## src/rtl/ccx_ic_qos_arb_if.sv

```systemverilog
`default_nettype none
// ============================================================================
// Module      : ccx_ic_qos_arb_if
// Description : Bundle of the two upstream requester channels (packed, slot i
//               belongs to requester i) and the single shared downstream
//               request/response channel of the QoS arbiter.
//               master : arbiter side (drives grants, responses, m_* request)
//               slave  : environment side (requesters + downstream target)
// Revision    : 1.0 - initial release
// ============================================================================
interface ccx_ic_qos_arb_if #(
    parameter int AW = 39,
    parameter int DW = 64
);
    // upstream request channels (bit 0 = data port, bit 1 = instruction port)
    logic [1:0]          rq_req;
    logic [1:0]          rq_gnt;
    logic [1:0]          rq_wen;
    logic [2*DW/8-1:0]   rq_strb;
    logic [2*AW-1:0]     rq_addr;
    logic [2*DW-1:0]     rq_wdata;
    // upstream response channels (error/rdata shared, qualified by rq_recv)
    logic [1:0]          rq_recv;
    logic [1:0]          rq_ack;
    logic                rq_error;
    logic [DW-1:0]       rq_rdata;
    // downstream request channel
    logic                m_req;
    logic                m_gnt;
    logic                m_wen;
    logic [DW/8-1:0]     m_strb;
    logic [AW-1:0]       m_addr;
    logic [DW-1:0]       m_wdata;
    // downstream response channel
    logic                m_recv;
    logic                m_ack;
    logic                m_error;
    logic [DW-1:0]       m_rdata;

    modport master (
        input  rq_req, rq_wen, rq_strb, rq_addr, rq_wdata, rq_ack,
        input  m_gnt, m_recv, m_error, m_rdata,
        output rq_gnt, rq_recv, rq_error, rq_rdata,
        output m_req, m_wen, m_strb, m_addr, m_wdata, m_ack
    );

    modport slave (
        output rq_req, rq_wen, rq_strb, rq_addr, rq_wdata, rq_ack,
        output m_gnt, m_recv, m_error, m_rdata,
        input  rq_gnt, rq_recv, rq_error, rq_rdata,
        input  m_req, m_wen, m_strb, m_addr, m_wdata, m_ack
    );
endinterface
`default_nettype wire

```

## src/rtl/ccx_ic_qos_arb.sv

```systemverilog
`default_nettype none
// ============================================================================
// Module      : ccx_ic_qos_arb
// Description : Two-requester QoS arbiter onto one shared downstream port.
//               Requester 0 (data) has priority; requester 1 (instruction) is
//               forced through after STARVE_MAX back-to-back requester-0
//               grants. A 2-deep ID FIFO routes in-order responses back.
// Ports       : g_clk   - clock, all state on rising edge
//               g_reset - synchronous active-high reset
//               bus     - ccx_ic_qos_arb_if.master (rq_* upstream, m_* down)
// Revision    : 1.0 - initial release
// ============================================================================
module ccx_ic_qos_arb #(
    parameter int AW         = 39,
    parameter int DW         = 64,
    parameter int STARVE_MAX = 4
) (
    input  wire logic          g_clk,
    input  wire logic          g_reset,
    ccx_ic_qos_arb_if.master   bus
);
    localparam int c_SW = DW / 8;
    localparam int c_CW = (STARVE_MAX < 1) ? 1 : $clog2(STARVE_MAX + 1);
    localparam logic [c_CW-1:0] c_STARVE_MAX = c_CW'(STARVE_MAX);

    typedef enum logic [0:0] {
        ST_IDLE = 1'b0,
        ST_LOCK = 1'b1
    } state_t;

    state_t          r_state;
    state_t          w_state_nxt;
    logic            r_sel;
    logic            r_rst_d;
    logic [c_CW-1:0] r_starve;
    logic            r_fifo [0:1];
    logic            r_rd_ptr;
    logic            r_wr_ptr;
    logic [1:0]      r_count;

    logic            w_sel;
    logic            w_want;
    logic            w_mreq;
    logic            w_block;
    logic            w_empty;
    logic            w_full;
    logic            w_head;
    logic            w_push;
    logic            w_pop;
    logic            w_recv;
    logic            w_mack;

    // m_req is also held off the cycle after reset
    assign w_block = g_reset | r_rst_d;
    assign w_empty = (r_count == 2'd0);
    assign w_full  = (r_count == 2'd2);
    assign w_head  = r_fifo[r_rd_ptr];

    assign w_mack  = w_empty ? 1'b1 : (w_head ? bus.rq_ack[1] : bus.rq_ack[0]);
    assign w_pop   = bus.m_recv & w_mack & ~w_empty;
    assign w_recv  = bus.m_recv & ~w_empty & ~g_reset;
    assign w_push  = w_mreq & bus.m_gnt;

    // selection / lock FSM, next state and request
    always_comb begin
        w_sel       = 1'b0;
        w_want      = 1'b0;
        w_state_nxt = r_state;
        case (r_state)
            ST_LOCK: begin
                // a stalled request is held verbatim until the target takes it
                w_sel  = r_sel;
                w_want = 1'b1;
            end
            default: begin
                if (bus.rq_req[1] && (r_starve == c_STARVE_MAX)) begin
                    w_sel  = 1'b1;
                    w_want = 1'b1;
                end else if (bus.rq_req[0]) begin
                    w_sel  = 1'b0;
                    w_want = 1'b1;
                end else if (bus.rq_req[1]) begin
                    w_sel  = 1'b1;
                    w_want = 1'b1;
                end
            end
        endcase
        // a full FIFO may still accept when a response retires this cycle
        w_mreq = w_want & ~w_block & (~w_full | w_pop);
        if (w_mreq) begin
            w_state_nxt = bus.m_gnt ? ST_IDLE : ST_LOCK;
        end
    end

    always_ff @(posedge g_clk) begin
        r_rst_d <= g_reset;
        if (g_reset) begin
            r_state  <= ST_IDLE;
            r_sel    <= 1'b0;
            r_starve <= '0;
            r_rd_ptr <= 1'b0;
            r_wr_ptr <= 1'b0;
            r_count  <= 2'd0;
        end else begin
            r_state <= w_state_nxt;
            if (w_mreq) begin
                r_sel <= w_sel;
            end
            if (!bus.rq_req[1]) begin
                r_starve <= '0;
            end else if (w_push) begin
                if (w_sel) begin
                    r_starve <= '0;
                end else if (r_starve != c_STARVE_MAX) begin
                    r_starve <= r_starve + c_CW'(1);
                end
            end
            if (w_push) begin
                r_wr_ptr <= ~r_wr_ptr;
            end
            if (w_pop) begin
                r_rd_ptr <= ~r_rd_ptr;
            end
            case ({w_push, w_pop})
                2'b10:   r_count <= r_count + 2'd1;
                2'b01:   r_count <= r_count - 2'd1;
                default: r_count <= r_count;
            endcase
        end
    end

    // ID storage needs no reset: occupancy is tracked by r_count
    always_ff @(posedge g_clk) begin
        if (!g_reset && w_push) begin
            r_fifo[r_wr_ptr] <= w_sel;
        end
    end

    assign bus.m_req    = w_mreq;
    assign bus.m_wen    = w_sel ? bus.rq_wen[1] : bus.rq_wen[0];
    assign bus.m_strb   = w_sel ? bus.rq_strb[2*c_SW-1:c_SW] : bus.rq_strb[c_SW-1:0];
    assign bus.m_addr   = w_sel ? bus.rq_addr[2*AW-1:AW] : bus.rq_addr[AW-1:0];
    assign bus.m_wdata  = w_sel ? bus.rq_wdata[2*DW-1:DW] : bus.rq_wdata[DW-1:0];
    assign bus.rq_gnt   = {w_sel & w_push, ~w_sel & w_push};
    assign bus.rq_recv  = {w_head & w_recv, ~w_head & w_recv};
    assign bus.m_ack    = w_mack;
    assign bus.rq_error = bus.m_error;
    assign bus.rq_rdata = bus.m_rdata;
endmodule
`default_nettype wire

```

## src/flat_wrapper.sv

```systemverilog
// flat-port wrapper written by rule: the top's interface ports become plain ports
module ccx_ic_qos_arb_flat 
#(
    parameter int AW         = 39,
    parameter int DW         = 64,
    parameter int STARVE_MAX = 4
)
  (g_clk, g_reset, bus_rq_req, bus_rq_wen, bus_rq_strb, bus_rq_addr, bus_rq_wdata, bus_rq_ack, bus_m_gnt, bus_m_recv, bus_m_error, bus_m_rdata, bus_rq_gnt, bus_rq_recv, bus_rq_error, bus_rq_rdata, bus_m_req, bus_m_wen, bus_m_strb, bus_m_addr, bus_m_wdata, bus_m_ack);
  ccx_ic_qos_arb_if #(.AW(AW), .DW(DW)) bus_i ();
  input  wire logic g_clk;
  input  wire logic g_reset;
  input wire logic [$bits(bus_i.rq_req)-1:0] bus_rq_req;
  input wire logic [$bits(bus_i.rq_wen)-1:0] bus_rq_wen;
  input wire logic [$bits(bus_i.rq_strb)-1:0] bus_rq_strb;
  input wire logic [$bits(bus_i.rq_addr)-1:0] bus_rq_addr;
  input wire logic [$bits(bus_i.rq_wdata)-1:0] bus_rq_wdata;
  input wire logic [$bits(bus_i.rq_ack)-1:0] bus_rq_ack;
  input wire logic [$bits(bus_i.m_gnt)-1:0] bus_m_gnt;
  input wire logic [$bits(bus_i.m_recv)-1:0] bus_m_recv;
  input wire logic [$bits(bus_i.m_error)-1:0] bus_m_error;
  input wire logic [$bits(bus_i.m_rdata)-1:0] bus_m_rdata;
  output wire logic [$bits(bus_i.rq_gnt)-1:0] bus_rq_gnt;
  output wire logic [$bits(bus_i.rq_recv)-1:0] bus_rq_recv;
  output wire logic [$bits(bus_i.rq_error)-1:0] bus_rq_error;
  output wire logic [$bits(bus_i.rq_rdata)-1:0] bus_rq_rdata;
  output wire logic [$bits(bus_i.m_req)-1:0] bus_m_req;
  output wire logic [$bits(bus_i.m_wen)-1:0] bus_m_wen;
  output wire logic [$bits(bus_i.m_strb)-1:0] bus_m_strb;
  output wire logic [$bits(bus_i.m_addr)-1:0] bus_m_addr;
  output wire logic [$bits(bus_i.m_wdata)-1:0] bus_m_wdata;
  output wire logic [$bits(bus_i.m_ack)-1:0] bus_m_ack;
  assign bus_i.rq_req = bus_rq_req;
  assign bus_i.rq_wen = bus_rq_wen;
  assign bus_i.rq_strb = bus_rq_strb;
  assign bus_i.rq_addr = bus_rq_addr;
  assign bus_i.rq_wdata = bus_rq_wdata;
  assign bus_i.rq_ack = bus_rq_ack;
  assign bus_i.m_gnt = bus_m_gnt;
  assign bus_i.m_recv = bus_m_recv;
  assign bus_i.m_error = bus_m_error;
  assign bus_i.m_rdata = bus_m_rdata;
  assign bus_rq_gnt = bus_i.rq_gnt;
  assign bus_rq_recv = bus_i.rq_recv;
  assign bus_rq_error = bus_i.rq_error;
  assign bus_rq_rdata = bus_i.rq_rdata;
  assign bus_m_req = bus_i.m_req;
  assign bus_m_wen = bus_i.m_wen;
  assign bus_m_strb = bus_i.m_strb;
  assign bus_m_addr = bus_i.m_addr;
  assign bus_m_wdata = bus_i.m_wdata;
  assign bus_m_ack = bus_i.m_ack;
  ccx_ic_qos_arb #(.AW(AW), .DW(DW), .STARVE_MAX(STARVE_MAX)) u_core (.g_clk(g_clk), .g_reset(g_reset), .bus(bus_i));
endmodule
```

## config.mk

```make
export PLATFORM = sky130hd
export DESIGN_NAME = ccx_ic_qos_arb_flat
export DESIGN_NICKNAME = d
export VERILOG_FILES = /design/src/rtl/ccx_ic_qos_arb_if.sv /design/src/rtl/ccx_ic_qos_arb.sv /design/src/flat_wrapper.sv
export SDC_FILE = /design/constraint.sdc
export NUM_CORES = 1
export LEC_CHECK = 0
export CORE_AREA = 2 2 186 188
export DETAILED_ROUTE_END_ITERATION = 16
export DIE_AREA = 0 0 188 190
export PLACE_DENSITY_LB_ADDON = 0.05
export SYNTH_ARGS = -nofsm -noshare
export SYNTH_HDL_FRONTEND = slang
export SYNTH_SLANG_ARGS = --single-unit
```

## constraint.sdc

```tcl
create_clock -name g_clk -period 1.87 [get_ports g_clk]
set_input_delay 0.2805 -clock g_clk [delete_from_list [all_inputs] [get_ports g_clk]]
set_output_delay 0.2805 -clock g_clk [all_outputs]
set_load 0.03 [all_outputs]
```

# Word-level counts from Yosys, hierarchy flattened
# Memories as Yosys holds them, arrays and structs flattened. A register that Yosys moved wholly into a read port is not among the register bits.
# Index checks and enable logic that the tools add are counted.
# totals
regBits	10
ram_bits	2
in_bits	297
out_inout_bits	183
wordCells	67
n_memories	1
# memory_table
memory	words	width	rd	rd_ports_with_merged_regs	write_ports	line	text
u_core.r_fifo	2	1	1	1	1	ccx_ic_qos_arb.sv:36	logic r_fifo [0:1];
# classes
addsub	3
n_eq_ne	5
n_mux	21
bitwise	22
reduce_logical	8
# ops
op	n
$mux 64	1
$mux 39	1
$mux 1	15
$and 1x1->1	11
$not 1->1	9
$mux 8	1
$mux 3	2
$eq 2x2->1 const B	2
$pmux 2 s2	1
$reduce_bool 2->1	2
$add 3x1->3 const B	1
$eq 3x3->1 const B	1
$ne 3x3->1 const B	1
$add 2x1->2 const B	1
$eq 2x1->1 const B	1
$logic_and 1x1->1	2
$logic_not 2->1	1
$or 1x1->1	2
$reduce_and 2->1	1
$reduce_or 2->1	1
$sub 2x1->2 const B	1
$logic_not 1->1	1

# Longest topological paths before layout
# Gate-level depths: netlist of the first run.
# logic_depth
ltp_word	10
mapped_depth	9
mapped_depth_nobuf	8

# Least setup slack after synthesis of the first run
# No wires, ideal clock.
# synth_timing
path_type	reg-to-reg
start	register with a tool-made name
end	register u_core.r_count[1]
setup_time_ns	0.070
arrival_ns	1.915
t_required_ns	1.800
slack_ns	-0.115
path_stages_with_launch	8
path_buffers	0
period_less_slack_ns	1.985
cell_sequence	dfxtp_1 -> mux2i_2 -> mux2_4 -> inv_6 -> o21ai_4 -> ha_1 -> or3_1 -> a21oi_1
# synth_rtl
item	line	text
end signal, assigned	ccx_ic_qos_arb.sv:125	2'b10: r_count <= r_count + 2'd1;
end signal, assigned	ccx_ic_qos_arb.sv:126	2'b01: r_count <= r_count - 2'd1;
end signal, assigned	ccx_ic_qos_arb.sv:127	default: r_count <= r_count;
end, declared	ccx_ic_qos_arb.sv:39	logic [1:0] r_count;

# Worst setup path in the final report of the first run
# layout_timing
start	register u_core.r_starve[0]
end	output bus_m_addr[13]
# layout_between
elab_chain_len	5
# layout_rtl
item	line	text
start, declared	ccx_ic_qos_arb.sv:35	logic [c_CW-1:0] r_starve;
start signal, assigned	ccx_ic_qos_arb.sv:115	r_starve <= r_starve + c_CW'(1);
$eq 3x3->1	ccx_ic_qos_arb.sv:76	if (bus.rq_req[1] && (r_starve == c_STARVE_MAX)) begin
$logic_and 1x1->1	ccx_ic_qos_arb.sv:76	
$mux 1	ccx_ic_qos_arb.sv:76	
$mux 1	ccx_ic_qos_arb.sv:69	case (r_state)
$mux 39	ccx_ic_qos_arb.sv:142	assign bus.m_addr = w_sel ? bus.rq_addr[2*AW-1:AW] : bus.rq_addr[AW-1:0];
end, declared	flat_wrapper.sv:29	output wire logic [$bits(bus_i.m_addr)-1:0] bus_m_addr;
# Every way passes these cells.

==> load_flow_metrics.sql, run 1 <==
INSERT INTO impl_metrics (metric_group, metric, value, unit) VALUES
('global_routing', 'grt_pass1_vias', '3719', ''),
('synth', 'postSynthCellCount', '269', ''),
('layout', 'syn2layout_area_growth', '193.6', '%'),
('power_and_ir_drop', 'switching_share', '35.56', '%'),
('sta', 'final.min_clock_period', '2.281', 'ns'),
('run_status', 'violations', 'negative setup slack', ''),
('detailed_routing', 'drt-pass1-iter-count', '4', ''),
('clocking', 'cts_inserted_buffers', '3', ''),
('floorplan', 'floorplan.initialDensity', '7.707', '%'),
('power_and_ir_drop', 'switching_power', '0.001078', 'W'),
('synth', 'yosys.cell_types.count', '41', ''),
('global_routing', 'grt_pass1_wl', '24880', 'microns'),
('place', 'placed_cells_incl_taps', '1029', ''),
('run_status', 'run_status', 'finished with violations', ''),
('clocking', 'deepest_clock_path_buffer_count', '2', ''),
('sta', 'timing.final.ws_setup', '-0.4114', 'ns'),
('floorplan', 'io_pins', '480', ''),
('place', 'portBuffers', '349', ''),
('setup_path', 'critPathRequiredTime', '1.59', 'ns'),
('sta', 'grt_setup_unrepaired', 'yes', ''),
('hold_path', 'min_path_type', 'reg2reg', ''),
('detailed_routing', 'route.final.wire_length', '18440', 'microns'),
('layout', 'finish.cell_count_without_fillers', '1073', ''),
('run', 'max_cap_violations', '0', ''),
('detailed_routing', 'route.antenna.remaining_nets', '0', ''),
('setup_path', 'timing.critical_path.to_type', 'primary output', ''),
('clocking', 'tritoncts_clock_tree', 'built', ''),
('floorplan', 'floorplan.core_area', '33950', 'sq um'),
('synth', 'syn_area_per_cell', '9.726', 'sq um'),
('clocking', 'clock_tree.root_cell', 'sky130_fd_sc_hd__clkbuf_16', ''),
('sta', 'clock-skew-final', '0.001105', 'ns'),
('synth', 'yosysTopAreaCell', 'sky130_fd_sc_hd__mux2_2', ''),
('place', 'placer_congestion_estimate', '0.7703', ''),
('floorplan', 'die_h', '190', 'microns'),
('place', 'post-place-ws', '-0.9053', 'ns'),
('global_routing', 'global_route.overflow_total', '0', ''),
('power_and_ir_drop', 'proportion_of_power_drawn_by_flip_flops_and_latches', '10.2', '%'),
('synth', 'synth.yosys.seq_area_share', '10.71', '%'),
('synth', 'post-synth-top-count-cell', 'sky130_fd_sc_hd__mux2_2', ''),
('clocking', 'clk_latency', '0.24', 'ns'),
('sta', 'maxClockFrequency', '438.3', 'MHz'),
('synth', 'top_post_synthesis_cells_by_count', 'sky130_fd_sc_hd__mux2_2 (111), sky130_fd_sc_hd__buf_4 (65), sky130_fd_sc_hd__dfxtp_1 (11), sky130_fd_sc_hd__buf_2 (9), sky130_fd_sc_hd__nor2_1 (6)', ''),
('floorplan', 'rows', '68', ''),
('synth', 'synth_enable_flop_cells', '2', ''),
('power_and_ir_drop', 'vdd_drop_max', '0.1966', 'mV'),
('detailed_routing', 'route.vias.total', '3408', ''),
('power_and_ir_drop', 'comb_power_share', '76.2', '%'),
('detailed_routing', 'avgViaCountPerCell', '3.176', ''),
('layout', 'layout-drive-gt1-share', '53.81', '%'),
('synth', 'synthesis.area', '2616', 'sq um'),
('detailed_routing', 'count_of_unresolved_drc_violations_after_routing', '0', ''),
('synth', 'ys_seq_elements', '13', ''),
('floorplan', 'floorplan.die_area', '35720', 'sq um'),
('clocking', 'htreeDepth', '1', ''),
('power_and_ir_drop', 'clock_power_share', '13.7', '%'),
('sta', 'setup_viol', '116', ''),
('power_and_ir_drop', 'power_density', '394.5', 'nW/um^2'),
('sta', 'max-slew-margin-rel', '76.96', '%'),
('layout', 'layout.nets', '918', ''),
('power_and_ir_drop', 'p_leak', '3.235', 'nW'),
('place', 'place_area', '6322', 'sq um'),
('place', 'hpwlAfterDp', '15160', 'microns'),
('synth', 'synth_async_reset_ratio', '0', '%'),
('detailed_routing', 'routedWlPerCell', '17.18', 'microns'),
('synth', 'synthesis.yosys.warnings', '0', ''),
('synth', 'ys_top_cells_by_area', 'sky130_fd_sc_hd__mux2_2 (48%), sky130_fd_sc_hd__buf_4 (19%), sky130_fd_sc_hd__dfxtp_1 (8.4%)', ''),
('sta', 'final_min_period_over_clock_period', '122.0', '%'),
('sta', 'tightest_slew', '0.3449', 'ns'),
('floorplan', 'die_width', '188', 'microns'),
('global_routing', 'antenna_violations_before_repair', '1', ''),
('global_routing', 'largest_net_degree_at_the_start_of_global_routing', '12', '');
## cell families after synthesis
family / after synthesis / share of synthesized area, %
AOI/OAI and AO/OA: 21 / 6.839
xor gates and xnor gates: 3 / 1.004
adders and majority gates: 3 / 1.435
buffers and inverters: 84 / 23.15
DFF: 13 / 10.71
muxes: 118 / 51.08
and+or+nand+nor: 27 / 5.787
## critical path, stage by stage, from the launching register on
cell                       delay, ns
sky130_fd_sc_hd__dfxtp_2        0.33
sky130_fd_sc_hd__inv_2          0.05
sky130_fd_sc_hd__ha_4           0.17
sky130_fd_sc_hd__a21boi_4       0.15
sky130_fd_sc_hd__o21ai_4        0.10
sky130_fd_sc_hd__buf_12         0.13
sky130_fd_sc_hd__buf_12         0.12
sky130_fd_sc_hd__buf_12         0.13
sky130_fd_sc_hd__buf_6          0.11
sky130_fd_sc_hd__mux2_4         0.32
sky130_fd_sc_hd__buf_6          0.15
## layer usage
metal	vias to the layer above	share of wire (%)	global-route usage, %	routed length [microns]
li1	1596	-	-	-
met1	1565	35	9.854	6539
met2	203	55	18.45	10210
met3	44	7.4	2.158	1359
met4	0	1.8	2.332	328
met5	-	0	0	0
## per-stage QoR
step | power (W) | hold slack, ns
6_report | 0.003030 | 0.4863
5_1_grt | 0.003177 | 0.5294
4_1_cts | 0.003016 | 0.4946
3_5_place_dp | 0.002180 | 0.4811
3_3_place_gp | 0.002186 | 0.4673
2_1_floorplan | 0.001415 | 0.3082
## registers in the layout, indices dropped and copies added (netlist names), named ones only
name             count
u_core.r_starve      3
u_core.r_count       2
u_core.r_fifo        2
u_core.r_rd_ptr      1
u_core.r_rst_d       1
u_core.r_sel         1
u_core.r_state       1
u_core.r_wr_ptr      1
## final cells by class
type | count | area, sq um | share of cell area (%)
sequential | 13 | 284.0 | 3.698
timing repair buffer | 423 | 4531 | 58.98
antenna | 1 | 2.502 | 0.03258
inverter | 5 | 23.77 | 0.3095
multi-input combinational | 172 | 2192 | 28.54
clock buffer | 4 | 78.83 | 1.026
tap | 455 | 569.3 | 7.412
## worst paths after layout
| check | from | endpoint | slack [ns] | cells after the start |
|---|---|---|---|---|
| max | u_core.r_starve[0] | bus_m_addr[13] | -0.41 | 10 |
| min | u_core.r_wr_ptr | u_core.r_wr_ptr | 0.49 | 1 |
| max reg2reg | u_core.r_state | u_core.r_count[1] | -0.04 | 7 |
| min reg2reg | u_core.r_wr_ptr | u_core.r_wr_ptr | 0.49 | 1 |
## power by group through the flow
| stage | registers, W | clock network [W] | logic [W] |
|---|---|---|---|
| 2_1_floorplan | 0.000309 | 0 | 0.00111 |
| 3_3_place_gp | 0.000312 | 0 | 0.00187 |
| 3_5_place_dp | 0.000312 | 0 | 0.00187 |
| 4_1_cts | 0.000308 | 0.000439 | 0.00227 |
| 5_1_grt | 0.000309 | 0.000443 | 0.00242 |
| 6_report | 0.000308 | 0.000414 | 0.00231 |
## timing repair
item | in CTS | in global routing
gates resized for setup | 598 | 69
gates cloned | 3 | 1
buffers inserted | 37 | 4
endpoints found under the setup margin | 118 | 119
hold endpoints to repair | 0 | 0
pin swaps | 6 | 5
## cell usage in the layout, fill, tap and decap left out, types with 5 or more instances in the layout
cell and instances:
sky130_fd_sc_hd__buf_12 12, sky130_fd_sc_hd__buf_2 8, sky130_fd_sc_hd__buf_4 31, sky130_fd_sc_hd__buf_6 125
sky130_fd_sc_hd__buf_8 11, sky130_fd_sc_hd__clkdlybuf4s50_1 229, sky130_fd_sc_hd__dfxtp_1 8, sky130_fd_sc_hd__mux2_2 14
sky130_fd_sc_hd__mux2_4 101, sky130_fd_sc_hd__nand2_1 5, sky130_fd_sc_hd__nor2_1 5
Note: power is estimated with default switching activity, not from simulation.
==> run 2, diff against run 1 <==
--- a/config.mk
+++ b/config.mk
@@ -6,6 +6,7 @@
 export NUM_CORES = 1
 export LEC_CHECK = 0
 export CORE_AREA = 2 2 186 188
+export CTS_CLUSTER_SIZE = 30
 export DETAILED_ROUTE_END_ITERATION = 16
 export DIE_AREA = 0 0 188 190
 export PLACE_DENSITY_LB_ADDON = 0.05
==> results of run 2 <==
Same layout as run 1: the final DEF is identical, and so are final timing and power.
==> run 3, diff against run 2 <==
--- a/config.mk
+++ b/config.mk
@@ -9,6 +9,7 @@
 export CTS_CLUSTER_SIZE = 30
 export DETAILED_ROUTE_END_ITERATION = 16
 export DIE_AREA = 0 0 188 190
+export GPL_ROUTABILITY_DRIVEN = 0
 export PLACE_DENSITY_LB_ADDON = 0.05
 export SYNTH_ARGS = -nofsm -noshare
 export SYNTH_HDL_FRONTEND = slang
==> results of run 3 <==
Same layout as run 1: the final DEF is identical, and so are final timing and power.
